--- src/rtl/mem_access_sched.sv ---
// Shares one single-port synchronous memory between instruction fetch and the
// load/store path using a fixed-latency access sequence and anti-starvation arbitration.
module mem_access_sched #(
  parameter int unsigned ADDR_W     = 9,
  parameter int unsigned DATA_W     = 32,
  parameter int unsigned MEM_LAT    = 2,
  parameter int unsigned STARVE_MAX = 4
) (
  input  logic              clk,
  input  logic              reset,
  input  logic              if_req,
  input  logic [ADDR_W-1:0] if_addr,
  output logic [DATA_W-1:0] if_rdata,
  output logic              if_done,
  input  logic              dm_rd,
  input  logic              dm_wr,
  input  logic [ADDR_W-1:0] dm_addr,
  input  logic [DATA_W-1:0] dm_wdata,
  output logic [DATA_W-1:0] dm_rdata,
  output logic              dm_done,
  output logic              if_stall,
  output logic              dm_stall,
  output logic              mem_en,
  output logic              mem_we,
  output logic [ADDR_W-1:0] mem_addr,
  output logic [DATA_W-1:0] mem_wdata,
  input  logic [DATA_W-1:0] mem_rdata,
  input  logic              halt_in,
  output logic              halted,
  output logic              proto_err
);

  typedef enum logic [2:0] {
    ST_IDLE   = 3'd0,
    ST_ISSUE  = 3'd1,
    ST_WAIT   = 3'd2,
    ST_DONE   = 3'd3,
    ST_HALTED = 3'd4
  } state_t;

  localparam logic [2:0] LAT_INIT   = 3'(MEM_LAT);
  localparam logic [3:0] STARVE_TOP = 4'(STARVE_MAX);

  state_t      state, state_nxt;
  logic [2:0]  lat_cnt;
  logic [3:0]  starve_cnt;
  logic        owner_if;
  logic        owner_we;
  logic        halt_seen;

  logic        dm_pend;
  logic        grant_if;
  logic        grant_dm;
  logic        take_grant;
  logic        capture;
  logic        mem_en_nxt;
  logic        mem_we_nxt;
  logic        if_done_nxt;
  logic        dm_done_nxt;
  logic        halted_nxt;

  // Fetch wins only when the load/store path has used up its streak allowance.
  assign dm_pend    = dm_rd | dm_wr;
  assign grant_if   = if_req & (~dm_pend | (starve_cnt == STARVE_TOP));
  assign grant_dm   = dm_pend & ~grant_if;
  assign take_grant = (state == ST_IDLE) & ~halt_in & (if_req | dm_pend);
  assign capture    = (state == ST_WAIT) & (lat_cnt == 3'd0);

  assign if_stall = if_req & ~if_done;
  assign dm_stall = dm_pend & ~dm_done;

  always_ff @(posedge clk) begin
    if (reset) begin
      state <= ST_IDLE;
    end else begin
      state <= state_nxt;
    end
  end

  always_comb begin
    state_nxt = state;
    case (state)
      ST_IDLE: begin
        if (halt_in) begin
          state_nxt = ST_HALTED;
        end else if (if_req | dm_pend) begin
          state_nxt = ST_ISSUE;
        end else begin
          state_nxt = ST_IDLE;
        end
      end
      ST_ISSUE: state_nxt = ST_WAIT;
      ST_WAIT: begin
        if (lat_cnt == 3'd0) begin
          state_nxt = ST_DONE;
        end else begin
          state_nxt = ST_WAIT;
        end
      end
      // A halt seen at any point during the access parks the scheduler after completion.
      ST_DONE: begin
        if (halt_seen | halt_in) begin
          state_nxt = ST_HALTED;
        end else begin
          state_nxt = ST_IDLE;
        end
      end
      ST_HALTED: state_nxt = ST_HALTED;
      default:   state_nxt = ST_IDLE;
    endcase
  end

  always_comb begin
    mem_en_nxt  = take_grant;
    mem_we_nxt  = take_grant & grant_dm & dm_wr;
    if_done_nxt = capture & owner_if;
    dm_done_nxt = capture & ~owner_if;
    halted_nxt  = (state_nxt == ST_HALTED);
  end

  always_ff @(posedge clk) begin
    if (reset) begin
      mem_en     <= 1'b0;
      mem_we     <= 1'b0;
      mem_addr   <= '0;
      mem_wdata  <= '0;
      if_done    <= 1'b0;
      dm_done    <= 1'b0;
      if_rdata   <= '0;
      dm_rdata   <= '0;
      halted     <= 1'b0;
      proto_err  <= 1'b0;
      owner_if   <= 1'b0;
      owner_we   <= 1'b0;
      halt_seen  <= 1'b0;
      lat_cnt    <= 3'd0;
      starve_cnt <= 4'd0;
    end else begin
      mem_en  <= mem_en_nxt;
      mem_we  <= mem_we_nxt;
      if_done <= if_done_nxt;
      dm_done <= dm_done_nxt;
      halted  <= halted_nxt;

      if (take_grant) begin
        owner_if  <= grant_if;
        owner_we  <= grant_dm & dm_wr;
        mem_addr  <= grant_if ? if_addr : dm_addr;
        mem_wdata <= grant_if ? '0 : dm_wdata;
        lat_cnt   <= LAT_INIT;
        halt_seen <= 1'b0;
        if (grant_dm & dm_rd & dm_wr) begin
          proto_err <= 1'b1;
        end
        // Streak counter only advances while fetch is actually waiting.
        if (grant_if | ~if_req) begin
          starve_cnt <= 4'd0;
        end else if (starve_cnt != STARVE_TOP) begin
          starve_cnt <= starve_cnt + 4'd1;
        end
      end else begin
        if (((state == ST_ISSUE) | (state == ST_WAIT)) & (lat_cnt != 3'd0)) begin
          lat_cnt <= lat_cnt - 3'd1;
        end
        if (halt_in & ((state == ST_ISSUE) | (state == ST_WAIT))) begin
          halt_seen <= 1'b1;
        end
      end

      if (capture & owner_if) begin
        if_rdata <= mem_rdata;
      end
      if (capture & ~owner_if & ~owner_we) begin
        dm_rdata <= mem_rdata;
      end
    end
  end

endmodule

--- config.mk ---
export PLATFORM = sky130hd
export DESIGN_NAME = mem_access_sched
export DESIGN_NICKNAME = d
export VERILOG_FILES = /design/src/rtl/mem_access_sched.sv
export SDC_FILE = /design/constraint.sdc
export NUM_CORES = 1
export LEC_CHECK = 0
export CORE_MARGIN = 2
export CORE_UTILIZATION = 41
export CTS_CLUSTER_DIAMETER = 50
export CTS_CLUSTER_SIZE = 28
export DETAILED_ROUTE_END_ITERATION = 6
export GPL_TIMING_DRIVEN = 0
export HOLD_SLACK_MARGIN = 0.02
export MAX_ROUTING_LAYER = met4
export PLACE_DENSITY = 0.88
export SLEW_MARGIN = 20
export SYNTH_ARGS = -nofsm -noshare
export SYNTH_HDL_FRONTEND = slang
export SYNTH_SLANG_ARGS = --single-unit
--- constraint.sdc ---
create_clock -name clk -period 2.6 [get_ports clk]
set_input_delay 0.78 -clock clk [delete_from_list [all_inputs] [get_ports clk]]
set_output_delay 0.78 -clock clk [all_outputs]
set_load 0.1 [all_outputs]
==> summary.txt, run 1 <==
Status
  – Status: finished, final reports clean

Job
  – Max-cap check violation count: 0

Final layout
  – Layout Nets: 782
  – Fraction of final layout cells with drive strength greater than 1: 7.397%
  – Share of the core filled with cells in the final layout: 68.37%
  – Total area of multi-input combinational cells: 1744 sq um
  – Number of fillers in the final layout: 824
  – Layout-stage area growth over the synthesis result: 61.40%
  – Antenna Diode Count: 0
  – FF/Latch Area: 2482 sq um
  – Final standard cell area without fillers: 7058 sq um

STA
  – Transition time at the pin with the least slew margin: 1.110 ns
  – Final worst path period need: 2.559 ns
  – Number of max-slew violations in the final report: 0
  – Headroom to the max-slew limit: 24.93%
  – Period utilisation layout: 98.41%
  – Final Skew: 0.007301 ns
  – Sum of negative setup slack: 0 ns
  – Number of endpoints with negative hold slack in the final report: 0
  – Total of endpoints with negative setup slack in the final report: 0
  – Highest Clock Rate: 0.3908 GHz
  – Unrepaired setup endpoints after global routing: false

Worst setup path
  – Buffers and inverters on the worst path: 1
  – Slowest stage delay, CP: 0.92 ns
  – CP max stage cell: sky130_fd_sc_hd__dlygate4sd2_1
  – Endpoint kind of the worst setup timing path: output pin
  – Start point of the critical path: mem_wdata[8]
  – Element type at the critical path start: register
  – Reg2Reg Launch Point: lat_cnt[0]
  – Maximum fanout encountered on the critical timing path: 2
  – Category of the critical setup timing path: reg2out
  – Cell class contributing the biggest share of worst-path delay: buffers and inverters
  – Worst path cell trace: dlygate4sd2_1
  – Internal reg-to-reg setup slack: 0.17 ns
  – Required time of the critical path: 1.82 ns
  – Worst endpoint data arrival time: 1.78 ns

Pwr
  – Power Density: 797.1 nW/um^2
  – Sw Share: 29.88%
  – Power dissipated by switching net loads: 1.681 mW
  – Share of power burned in combinational logic: 19.5%
  – Leak pwr: 3.087 nW
  – Part of the power in registers: 36.3%
  – Clock group share of total power: 44.2%
  – Cell-internal power: 3.945 mW
  – VDD IR-drop max: 0.4632 mV

GRT
  – Vias in the first global route: 4,432
  – Remaining global-route overflow: 0
  – First-pass GRT wire length: 22,340 um
  – Total GRT Usage: 25.87%
  – Antenna violations before repair: 0
  – Pin count of the biggest net entering global routing: 17

Synthesis
  – Mean area per synthesized cell: 9.265 sq um
  – Post-synthesis cell count: 472
  – Post-synth top area cell: sky130_fd_sc_hd__dfxtp_1
  – Share of the yosys chip area belonging to registers: 56.77%
  – Synthesis Warnings: 0
  – Synth cell types: 39
  – Fraction of synthesized cell area taken by the top area cell type: 56.77%
  – Largest cells by area after synthesis: sky130_fd_sc_hd__dfxtp_1 57%, sky130_fd_sc_hd__nand2_1 11%, sky130_fd_sc_hd__a21oi_1 8.2%, sky130_fd_sc_hd__a22o_1 6.6%, sky130_fd_sc_hd__a221o_1 2.1%
  – Mapped Area: 4373 sq um
  – Number of storage elements in the synthesis netlist: 124
  – Synthesized Nets: 564

Clocking
  – Number of levels in the clock H-tree: 4
  – Post-CTS Resized: 127
  – Sinks on Clock Net: 124
  – CTS clk-pin slew, worst paths: 0.06 ns
  – Post CTS Setup Buffer Count: 0
  – Later-pin clock latency in the skew report: 0.52 ns
  – TritonCTS clock tree: done
  – Maximum buffer depth of the clock tree: 2
  – Root buffer selected by CTS: sky130_fd_sc_hd__clkbuf_8
  – TritonCTS Buffers: 17
  – Quantity of hold-fixing buffers added after cts: 0

Floorplanning
  – Vertical die dimension: 107.3 um
  – Core box area: 10,320 sq um
  – Die ar.: 11,510 sq um
  – Rows: 37
  – Starting density of the core: 42.36%
  – Number of I/O pins: 201
  – Die width: 107.3 um

Min path
  – Min-Delay Startpoint: if_rdata[12]
  – Worst min path class: reg2reg

Route
  – Drt total wl: 14,180 um
  – Antenna viol nets, final: 0
  – Vias per cell: 5.149
  – Vias after detailed routing: 4,320
  – # DRC: 0
  – First DRT Iteration DRCs: 293
  – Routed wirelength normalized by instance count: 16.90 um
  – Number of detailed-route iterations in the first pass: 5

Placed design
  – Final estimated routing congestion in global placement: 0.8480
  – Area post-placement: 6540 sq um
  – Half-perimeter wire length after placement: 10,460 um
  – Quantity of I/O buffers inserted on ports: 199
path summary, 6_finish.rpt:
check,end,cells past startpoint
max,mem_wdata[8],1
min,if_rdata[12],2
max reg2reg,if_rdata[24],7
min reg2reg,if_rdata[12],2
placed cells by master, fill, tap and decap left out, types with 2 or more instances in the layout:
master / instances
sky130_fd_sc_hd__xnor2_1: 2
sky130_fd_sc_hd__nand3_1: 3
sky130_fd_sc_hd__and2_1: 9
sky130_fd_sc_hd__inv_1: 5
sky130_fd_sc_hd__nor3_1: 4
sky130_fd_sc_hd__a21o_1: 2
sky130_fd_sc_hd__nor2b_1: 2
sky130_fd_sc_hd__clkinvlp_4: 3
sky130_fd_sc_hd__ha_1: 4
sky130_fd_sc_hd__clkbuf_8: 5
sky130_fd_sc_hd__nor4b_1: 2
sky130_fd_sc_hd__a21oi_1: 71
sky130_fd_sc_hd__clkdlybuf4s50_1: 85
sky130_fd_sc_hd__o21ai_0: 3
sky130_fd_sc_hd__clkbuf_16: 16
sky130_fd_sc_hd__or3_1: 3
sky130_fd_sc_hd__a221o_1: 9
sky130_fd_sc_hd__buf_6: 6
sky130_fd_sc_hd__nand2_1: 131
sky130_fd_sc_hd__bufinv_16: 4
sky130_fd_sc_hd__clkinv_2: 2
sky130_fd_sc_hd__nor2_1: 9
sky130_fd_sc_hd__dfxtp_1: 124
sky130_fd_sc_hd__dlygate4sd2_1: 112
sky130_fd_sc_hd__a22o_1: 33
sky130_fd_sc_hd__nand2b_1: 2
sky130_fd_sc_hd__clkbuf_1: 25
sky130_fd_sc_hd__nand4b_1: 2
cells in the mapped netlist:
cell type                   number
sky130_fd_sc_hd__or4_4           1
sky130_fd_sc_hd__clkbuf_1       24
sky130_fd_sc_hd__inv_1           5
sky130_fd_sc_hd__or2_2           1
sky130_fd_sc_hd__buf_6           5
sky130_fd_sc_hd__a221o_1         9
sky130_fd_sc_hd__nand4_1         1
sky130_fd_sc_hd__nand3b_1        1
sky130_fd_sc_hd__a31o_2          1
sky130_fd_sc_hd__mux2_2          1
sky130_fd_sc_hd__and2_1          9
sky130_fd_sc_hd__nor3_1          4
sky130_fd_sc_hd__o211ai_1        1
sky130_fd_sc_hd__or3b_2          1
sky130_fd_sc_hd__buf_1           1
sky130_fd_sc_hd__a21oi_1        72
sky130_fd_sc_hd__nor4b_1         3
sky130_fd_sc_hd__nand2_1       131
sky130_fd_sc_hd__or3_1           3
sky130_fd_sc_hd__nor4_2          1
sky130_fd_sc_hd__nor2b_1         3
sky130_fd_sc_hd__a2111oi_4       1
sky130_fd_sc_hd__o21ai_0         3
sky130_fd_sc_hd__nand4b_1        2
sky130_fd_sc_hd__nor2_1         11
sky130_fd_sc_hd__and4_1          1
sky130_fd_sc_hd__nand2b_1        2
sky130_fd_sc_hd__nor3_2          1
sky130_fd_sc_hd__a22o_1         33
sky130_fd_sc_hd__a21o_1          2
sky130_fd_sc_hd__ha_1            4
sky130_fd_sc_hd__dfxtp_1       124
sky130_fd_sc_hd__xnor2_1         2
sky130_fd_sc_hd__a21bo_2         1
sky130_fd_sc_hd__and3_1          1
sky130_fd_sc_hd__and3b_1         1
sky130_fd_sc_hd__a32oi_1         1
sky130_fd_sc_hd__nand3_1         3
sky130_fd_sc_hd__a31oi_1         1
power by group through the flow:
stage          Clock [mW]  Sequential (mW)  Combinational [mW]
2_1_floorplan           0             2.62               0.235
3_3_place_gp            0             2.08                1.12
3_5_place_dp            0             2.09                1.14
4_1_cts              2.52             2.04                1.09
5_1_grt              2.61             2.05                1.15
6_report             2.48             2.04                1.10
sequential cells by signal (all words and copies together), names as in the netlist, 3 cells and up:
register	cells
starve_cnt	4
if_rdata	32
lat_cnt	3
dm_rdata	32
mem_addr	9
mem_wdata	32
state	3
stage by stage:
step | instances | power [mW] | setup slack, ns | hold slack [ns]
6_report | 839 | 5.626 | 0.04144 | 0.4485
5_1_grt | 839 | 5.810 | 0.005094 | 0.4614
4_1_cts | 839 | 5.657 | 0.009973 | 0.4509
3_5_place_dp | 807 | 3.224 | -0.8945 | 0.4475
3_3_place_gp | 807 | 3.204 | -0.8825 | 0.4407
2_1_floorplan | 472 | 2.854 | 0.1703 | 0.4268
logic make-up after synthesis:
group / synth area share [%]
compound gates: 19.17
xor+xnor: 0.4006
fa+ha+maj: 1.145
buf+inv: 3.863
flops: 56.77
mux: 0.2575
simple gates: 18.40
layer usage:
| metal | up-vias | wire length [um] | track usage, % |
|---|---|---|---|
| li1 | 2065 | - | - |
| met1 | 2042 | 5533 | 27.77 |
| met2 | 193 | 6897 | 42.68 |
| met3 | 20 | 1456 | 10.53 |
| met4 | 0 | 291 | 10.30 |
| met5 | - | 0 | - |
area by class of cell:
class / instances / share of cell area [%]
inverters: 5 / 0.2659
plain buffers: 30 / 2.127
clock buffers: 22 / 6.701
clock inverters: 10 / 2.287
repair buffers: 199 / 26.33
multi-input cells: 313 / 24.71
flip-flops and latches: 124 / 35.17
well taps: 136 / 2.411
Power figures use the tool's default switching activity.
==> run 2, diff against run 1 <==
--- a/config.mk
+++ b/config.mk
@@ -5,6 +5,7 @@
 export SDC_FILE = /design/constraint.sdc
 export NUM_CORES = 1
 export LEC_CHECK = 0
+export ABC_AREA = 0
 export CORE_MARGIN = 2
 export CORE_UTILIZATION = 41
 export CTS_CLUSTER_DIAMETER = 50
@@ -12,7 +13,6 @@
 export DETAILED_ROUTE_END_ITERATION = 6
 export GPL_TIMING_DRIVEN = 0
 export HOLD_SLACK_MARGIN = 0.02
-export MAX_ROUTING_LAYER = met4
 export PLACE_DENSITY = 0.88
 export SLEW_MARGIN = 20
 export SYNTH_ARGS = -nofsm -noshare
==> run 2 against run 1 <==
Clock skew about the same. Clock-buffer cell count unchanged. Register-to-register slack about the same. Worst hold slack about the same. First-iteration DRC count fell by 6.1%. Power barely moved. Sequential share of layout area unchanged. Critical path depth increased by 3. Die area is the same. Utilization unchanged. Non-clock buffer count stayed put.
==> summary.txt, run 2 (synthesis gave the netlist of run 1 again) <==
Placed design
  – Final estimated routing congestion in global placement: 0.8352 (-1.5%)
  – Quantity of I/O buffers inserted on ports: 199 (unchanged)
  – Placed Instances: 807 (unchanged)
  – Half-perimeter wire length after placement: 10,460 um (unchanged)

Clocking
  – CTS clk-pin slew, worst paths: 0.06 ns (about the same)
  – TritonCTS Buffers: 17 (unchanged)
  – Post CTS Setup Buffer Count: 0 (unchanged)
  – TritonCTS clock tree: done
  – Maximum buffer depth of the clock tree: 2 (unchanged)
  – Sinks on Clock Net: 124 (unchanged)
  – Root buffer selected by CTS: sky130_fd_sc_hd__clkbuf_8
  – Later-pin clock latency in the skew report: 0.52 ns (about the same)
  – Number of levels in the clock H-tree: 4 (unchanged)

Pwr
  – Cell-internal power: 3.945 mW (about the same)
  – Clock group share of total power: 44.2% (about the same)
  – Leak pwr: 3.087 nW (unchanged)
  – Sw Share: 29.87% (about the same)
  – Power Density: 797.0 nW/um^2 (about the same)
  – VDD IR-drop max: 0.4626 mV (-0.13%)
  – Pwr Total: 5.625 mW (about the same)
  – Part of the power in registers: 36.3% (about the same)
  – Power dissipated by switching net loads: 1.680 mW (about the same)
  – Share of power burned in combinational logic: 19.5% (about the same)

Worst setup path
  – Maximum fanout encountered on the critical timing path: 4 (+2)
  – Worst path cell trace: clkdlybuf4s50_1 > nor2_4 > nor2_2 > buf_8
  – Category of the critical setup timing path: in2out
  – CP max stage cell: sky130_fd_sc_hd__clkdlybuf4s50_1
  – Element type at the critical path start: input port
  – Endpoint kind of the worst setup timing path: output pin
  – Worst endpoint data arrival time: 1.78 ns (about the same)
  – Slowest stage delay, CP: 0.58 ns (-0.34 ns)
  – Required time of the critical path: 1.82 ns (about the same)

STA
  – Final Skew: 0.007009 ns (-0.0002919 ns)
  – Final worst path period need: 2.555 ns (-0.003511 ns)
  – Highest Clock Rate: 0.3914 GHz (+0.14%)
  – Total of endpoints with negative setup slack in the final report: 0 (unchanged)
  – Period utilisation layout: 98.27% (-0.14 points)
  – Transition time at the pin with the least slew margin: 1.112 ns (+0.001369 ns)
  – Unrepaired setup endpoints after global routing: false
  – Headroom to the max-slew limit: 24.84% (-0.093 points)
  – Number of max-slew violations in the final report: 0 (unchanged)
  – Number of endpoints with negative hold slack in the final report: 0 (unchanged)

Floorplanning
  – Die ar.: 11,510 sq um (unchanged)
  – Core box area: 10,320 sq um (unchanged)
  – Rows: 37 (unchanged)
  – Die width: 107.3 um (unchanged)
  – Vertical die dimension: 107.3 um (unchanged)
  – Starting density of the core: 42.36% (unchanged)
  – Number of I/O pins: 201 (unchanged)

Final layout
  – Layout Nets: 782 (unchanged)
  – Top flop regs: dm_rdata: 32 flops, if_rdata: 32 flops, mem_wdata: 32 flops
  – Layout-stage area growth over the synthesis result: 61.40% (unchanged)
  – Number of fillers in the final layout: 824 (unchanged)
  – Fraction of final layout cells with drive strength greater than 1: 7.397% (unchanged)
  – Top library cells by usage in the layout, fill and taps aside: 131 x sky130_fd_sc_hd__nand2_1, 124 x sky130_fd_sc_hd__dfxtp_1, 112 x sky130_fd_sc_hd__dlygate4sd2_1
  – Antenna Diode Count: 0 (unchanged)
  – Most common library cell in the layout ignoring fill and taps: sky130_fd_sc_hd__nand2_1
  – Number of standard cells in the final layout excluding fillers: 839 (unchanged)

GRT
  – Total GRT Usage: 25.15% (-0.72 points)
  – Remaining global-route overflow: 0 (unchanged)
  – Pin count of the biggest net entering global routing: 17 (unchanged)
  – Met1 global-route usage: 26.70% (-1.1 points)
  – Busiest layer in global routing: met2
  – First-pass GRT wire length: 22,330 um (about the same)
  – GR met2 Demand/Resource: 42.59% (-0.090 points)
  – Met3 demand-to-capacity share in global routing: 12.23% (+1.7 points)
  – Vias in the first global route: 4,428 (-0.090%)
  – Antenna violations before repair: 0 (unchanged)

Job
  – Max-cap check violation count: 0 (unchanged)

Route
  – # DRC: 0 (unchanged)
  – Vias after detailed routing: 4,312 (-0.19%)
  – Routed wirelength normalized by instance count: 16.89 um (about the same)
  – Drt total wl: 14,170 um (about the same)
  – First DRT Iteration DRCs: 275 (-6.1%)
  – Antenna viol nets, final: 0 (unchanged)
  – Vias per cell: 5.139 (-0.19%)
  – Number of detailed-route iterations in the first pass: 4 (-1)

Status
  – Status: finished, final reports clean

Min path
  – Worst min path class: reg2reg
run 2: cell counts in the layout (fill, tap and decap cells not counted):
Identical to the previous run, type by type.
run 2: cell type report:
type,count,area [sq um],area share [%]
multi-input cells,313,1744,24.71
flip-flops and latches,124,2482,35.17
clock inverters,10,161.4,2.287
inverters,5,18.77,0.2659
plain buffers,30,150.1,2.127
repair buffers,199,1858,26.33
clock buffers,22,473.0,6.701
well taps,136,170.2,2.411
run 2: stage by stage:
stage	utilization [%]	hold WS, ns	area, sq um	setup slack [ns]	TNS, ns
floorplan	-	0.4268	4378	0.1703	0
global placement	63.35	0.4407	6540	-0.8825	-20.58
detailed placement	63.35	0.4475	6540	-0.8945	-21.48
CTS	68.19	0.4509	7039	0.009973	0
global route	68.37	0.4614	7058	0.005094	0
finish	68.37	0.4486	7058	0.04495	0
run 2: power groups by stage:
stage                     Clock, mW  Sequential, mW  Combinational [mW]
after floorplan                   0            2.62               0.235
after global placement            0            2.08                1.12
after detailed placement          0            2.09                1.14
after CTS                      2.52            2.04                1.09
after global routing           2.61            2.05                1.15
final                          2.48            2.04                1.10
run 2: timing repair:
action	in CTS	in global routing
endpoints found under the setup margin	121	1
hold buffers	0	0
gates resized for setup	127	3
run 2: worst paths after layout:
check | to | from | slack, ns | cells past startpoint
min | if_rdata[12] | if_rdata[12] | 0.45 | 2
min reg2reg | if_rdata[12] | if_rdata[12] | 0.45 | 2
max reg2reg | if_rdata[24] | lat_cnt[0] | 0.17 | 7
max | dm_stall | dm_wr | 0.04 | 4
run 2: per-layer routing:
layer  wire length, um  up-vias
li1                  -     2067
met1              5325     2027
met2              6862      191
met3              1660       27
met4               323        0
met5                 0        -
run 2: worst max-delay path: cells and delay by family:
kind                   cells  cell delay (ns)
and+or+nand+nor            2             0.21
buffers and inverters      2             0.79
==> run 3, diff against run 2 <==
==> constraint.sdc (replaced) <==
create_clock -name clk -period 2.6 [get_ports clk]
set_input_delay 0.52 -clock clk [delete_from_list [all_inputs] [get_ports clk]]
set_output_delay 0.52 -clock clk [all_outputs]
set_load 0.1 [all_outputs]
==> run 3 against run 2 <==
Global-route usage is 1.6 points lower. Power shrank 0.38%. Wire length decreased by 3.9%. Fmax about the same. Highest routed layer unchanged. Combinational power is 4% higher. First-iteration DRC count down 2.5%. Worst hold slack gained 0.0052 ns. Die area did not move.
==> summary.txt, run 3 (synthesis gave the netlist of run 1 again) <==
Min path
  – Worst min path class: reg2reg

Pwr
  – Sw Share: 30.56% (+0.69 points)
  – Cell-internal power: 3.891 mW (-1.4%)
  – Power dissipated by switching net loads: 1.713 mW (+1.9%)
  – Share of power burned in combinational logic: 20.3% (+0.8 points)
  – Part of the power in registers: 36.5% (+0.2 points)
  – Pwr Total: 5.604 mW (-0.38%)
  – Leak pwr: 2.779 nW (-10%)
  – VDD IR-drop max: 0.4750 mV (+2.7%)
  – Clock group share of total power: 43.2% (-1.0 points)
  – Power Density: 779.6 nW/um^2 (-2.2%)

Floorplanning
  – Vertical die dimension: 107.3 um (unchanged)
  – Starting density of the core: 42.36% (unchanged)
  – Core box area: 10,320 sq um (unchanged)
  – Die ar.: 11,510 sq um (unchanged)
  – Number of I/O pins: 201 (unchanged)
  – Die width: 107.3 um (unchanged)
  – Rows: 37 (unchanged)

Worst setup path
  – Cell class contributing the biggest share of worst-path delay: buffers and inverters
  – Endpoint kind of the worst setup timing path: output pin
  – Category of the critical setup timing path: reg2out
  – CP max stage cell: sky130_fd_sc_hd__clkdlybuf4s50_1
  – Maximum fanout encountered on the critical timing path: 2 (-2)
  – Worst path cell trace: clkdlybuf4s50_1
  – Reg2Reg Launch Point: state[0]
  – Element type at the critical path start: register
  – R2r endpoint: mem_addr[8]
  – End point of the critical path: if_rdata[18]
  – Worst endpoint data arrival time: 2.03 ns (+0.25 ns)
  – Buffers and inverters on the worst path: 1 (-1)
  – Slowest stage delay, CP: 1.15 ns (+0.57 ns)
  – Stages on the worst setup path: 1 (-3)
  – Start point of the critical path: if_rdata[18]
  – Required time of the critical path: 2.08 ns (+0.26 ns)
  – Cell count of the worst reg-to-reg path: 5 (-2)
  – Internal reg-to-reg setup slack: 0.48 ns (+0.31 ns)

GRT
  – Pin count of the biggest net entering global routing: 17 (unchanged)
  – Total GRT Usage: 23.54% (-1.6 points)
  – Remaining global-route overflow: 0 (unchanged)
  – Antenna violations before repair: 0 (unchanged)
  – Vias in the first global route: 4,125 (-6.8%)
  – First-pass GRT wire length: 20,850 um (-6.6%)

Clocking
  – CTS clk-pin slew, worst paths: 0.06 ns (about the same)
  – Number of levels in the clock H-tree: 4 (unchanged)
  – TritonCTS Buffers: 17 (unchanged)
  – Post CTS Setup Buffer Count: 0 (unchanged)
  – Root buffer selected by CTS: sky130_fd_sc_hd__clkbuf_8
  – Later-pin clock latency in the skew report: 0.52 ns (about the same)
  – Maximum buffer depth of the clock tree: 2 (unchanged)
  – TritonCTS clock tree: done
  – Sinks on Clock Net: 124 (unchanged)

STA
  – Highest Clock Rate: 0.3916 GHz (about the same)
  – Final Skew: 0.008109 ns (+0.001100 ns)
  – Total of endpoints with negative setup slack in the final report: 0 (unchanged)
  – Period utilisation layout: 98.21% (about the same)
  – Setup ws final: 0.04666 ns (+0.001708 ns)
  – Number of max-slew violations in the final report: 0 (unchanged)
  – Headroom to the max-slew limit: 31.66% (+6.8 points)
  – Transition time at the pin with the least slew margin: 1.022 ns (-0.08978 ns)
  – Worst Hold Slack: 0.4538 ns (+0.005225 ns)
  – Number of endpoints with negative hold slack in the final report: 0 (unchanged)
  – Unrepaired setup endpoints after global routing: false
  – Final worst path period need: 2.553 ns (-0.001708 ns)
  – Sum of negative setup slack: 0 ns (unchanged)

Final layout
  – Number of standard cells in the final layout excluding fillers: 839 (unchanged)
  – FF/Latch Area: 2482 sq um (unchanged)
  – Layout-stage area growth over the synthesis result: 64.38%
  – Top flop regs: dm_rdata: 32 flops, if_rdata: 32 flops, mem_wdata: 32 flops
  – Most common library cell in the layout ignoring fill and taps: sky130_fd_sc_hd__clkdlybuf4s50_1
  – Final standard cell area without fillers: 7188 sq um (+1.8%)
  – Top library cells by usage in the layout, fill and taps aside: 184 x sky130_fd_sc_hd__clkdlybuf4s50_1, 131 x sky130_fd_sc_hd__nand2_1, 124 x sky130_fd_sc_hd__dfxtp_1
  – Number of fillers in the final layout: 758 (-8.0%)
  – Total area of multi-input combinational cells: 1737 sq um (-0.43%)
  – Layout Nets: 782 (unchanged)
  – Antenna Diode Count: 0 (unchanged)
  – Share of the core filled with cells in the final layout: 69.63% (+1.3 points)
  – Fraction of final layout cells with drive strength greater than 1: 7.255% (-0.14 points)

Placed design
  – Quantity of I/O buffers inserted on ports: 199 (unchanged)
  – Half-perimeter wire length after placement: 10,110 um (-3.3%)
  – Final estimated routing congestion in global placement: 0.8266 (-1.0%)
  – Worst setup timing slack at the placement stage: -0.3771 ns (+0.5174 ns)
  – Placed Instances: 807 (unchanged)
  – Area post-placement: 6538 sq um (about the same)

Status
  – Status: finished, final reports clean

Route
  – Vias after detailed routing: 4,286 (-0.60%)
  – # DRC: 0 (unchanged)
  – Drt total wl: 13,610 um (-3.9%)
  – First DRT Iteration DRCs: 268 (-2.5%)
  – Routed wirelength normalized by instance count: 16.23 um (-3.9%)
  – Antenna viol nets, final: 0 (unchanged)
  – Vias per cell: 5.108 (-0.60%)
  – Number of detailed-route iterations in the first pass: 4 (unchanged)

Job
  – Max-cap check violation count: 0 (unchanged)
## run 3: changes by cell type in the layout (fill, tap and decap cells not counted), sizes merged, moves of 5 or more
cell	delta
clkinv	+5
clkdlybuf4s50	+99
clkbuf	-5
dlymetal6s2s	+11
dlygate4sd2	-110
## run 3: worst min-delay path by stage
stage,startpoint,endpoint,slack (ns),depth (start not counted)
after floorplan,owner_we,owner_we,0.43,1
after CTS,if_rdata[6],if_rdata[6],0.45,2
after global routing,dm_rdata[5],dm_rdata[5],0.47,2
after global placement,owner_we,owner_we,0.44,1
after detailed placement,if_rdata[6],if_rdata[6],0.45,2
final,if_rdata[6],if_rdata[6],0.45,2
## run 3: power groups by stage
stage	registers, mW	clock network [mW]	logic (mW)
after floorplan	2.62	0	0.234
after global placement	2.08	0	1.12
after detailed placement	2.09	0	1.14
after CTS	2.05	2.46	1.14
after global routing	2.05	2.55	1.19
final	2.05	2.42	1.14
## run 3: layer usage
metal,share of wire [%],up-vias,global-route usage (%),routed length [um]
met2,47,193,39.38,6433
met4,1.4,0,9.276,193
li1,-,2073,-,-
met1,41,2001,26.05,5567
met3,10,19,10.65,1419
met5,0,-,0,0
## run 3: repair_timing
action / in CTS / in global routing
gates resized for setup: 8 / 13
hold buffers: 0 / 0
endpoints found under the setup margin: 4 / 13
## run 3: cell type report
cell class | instances | area share (%)
flip-flops and latches | 124 | 34.53
clock buffers | 17 | 5.762
plain buffers | 30 | 2.089
multi-input cells | 313 | 24.16
clock inverters | 15 | 2.733
well taps | 136 | 2.367
inverters | 5 | 0.2611
repair buffers | 199 | 28.09
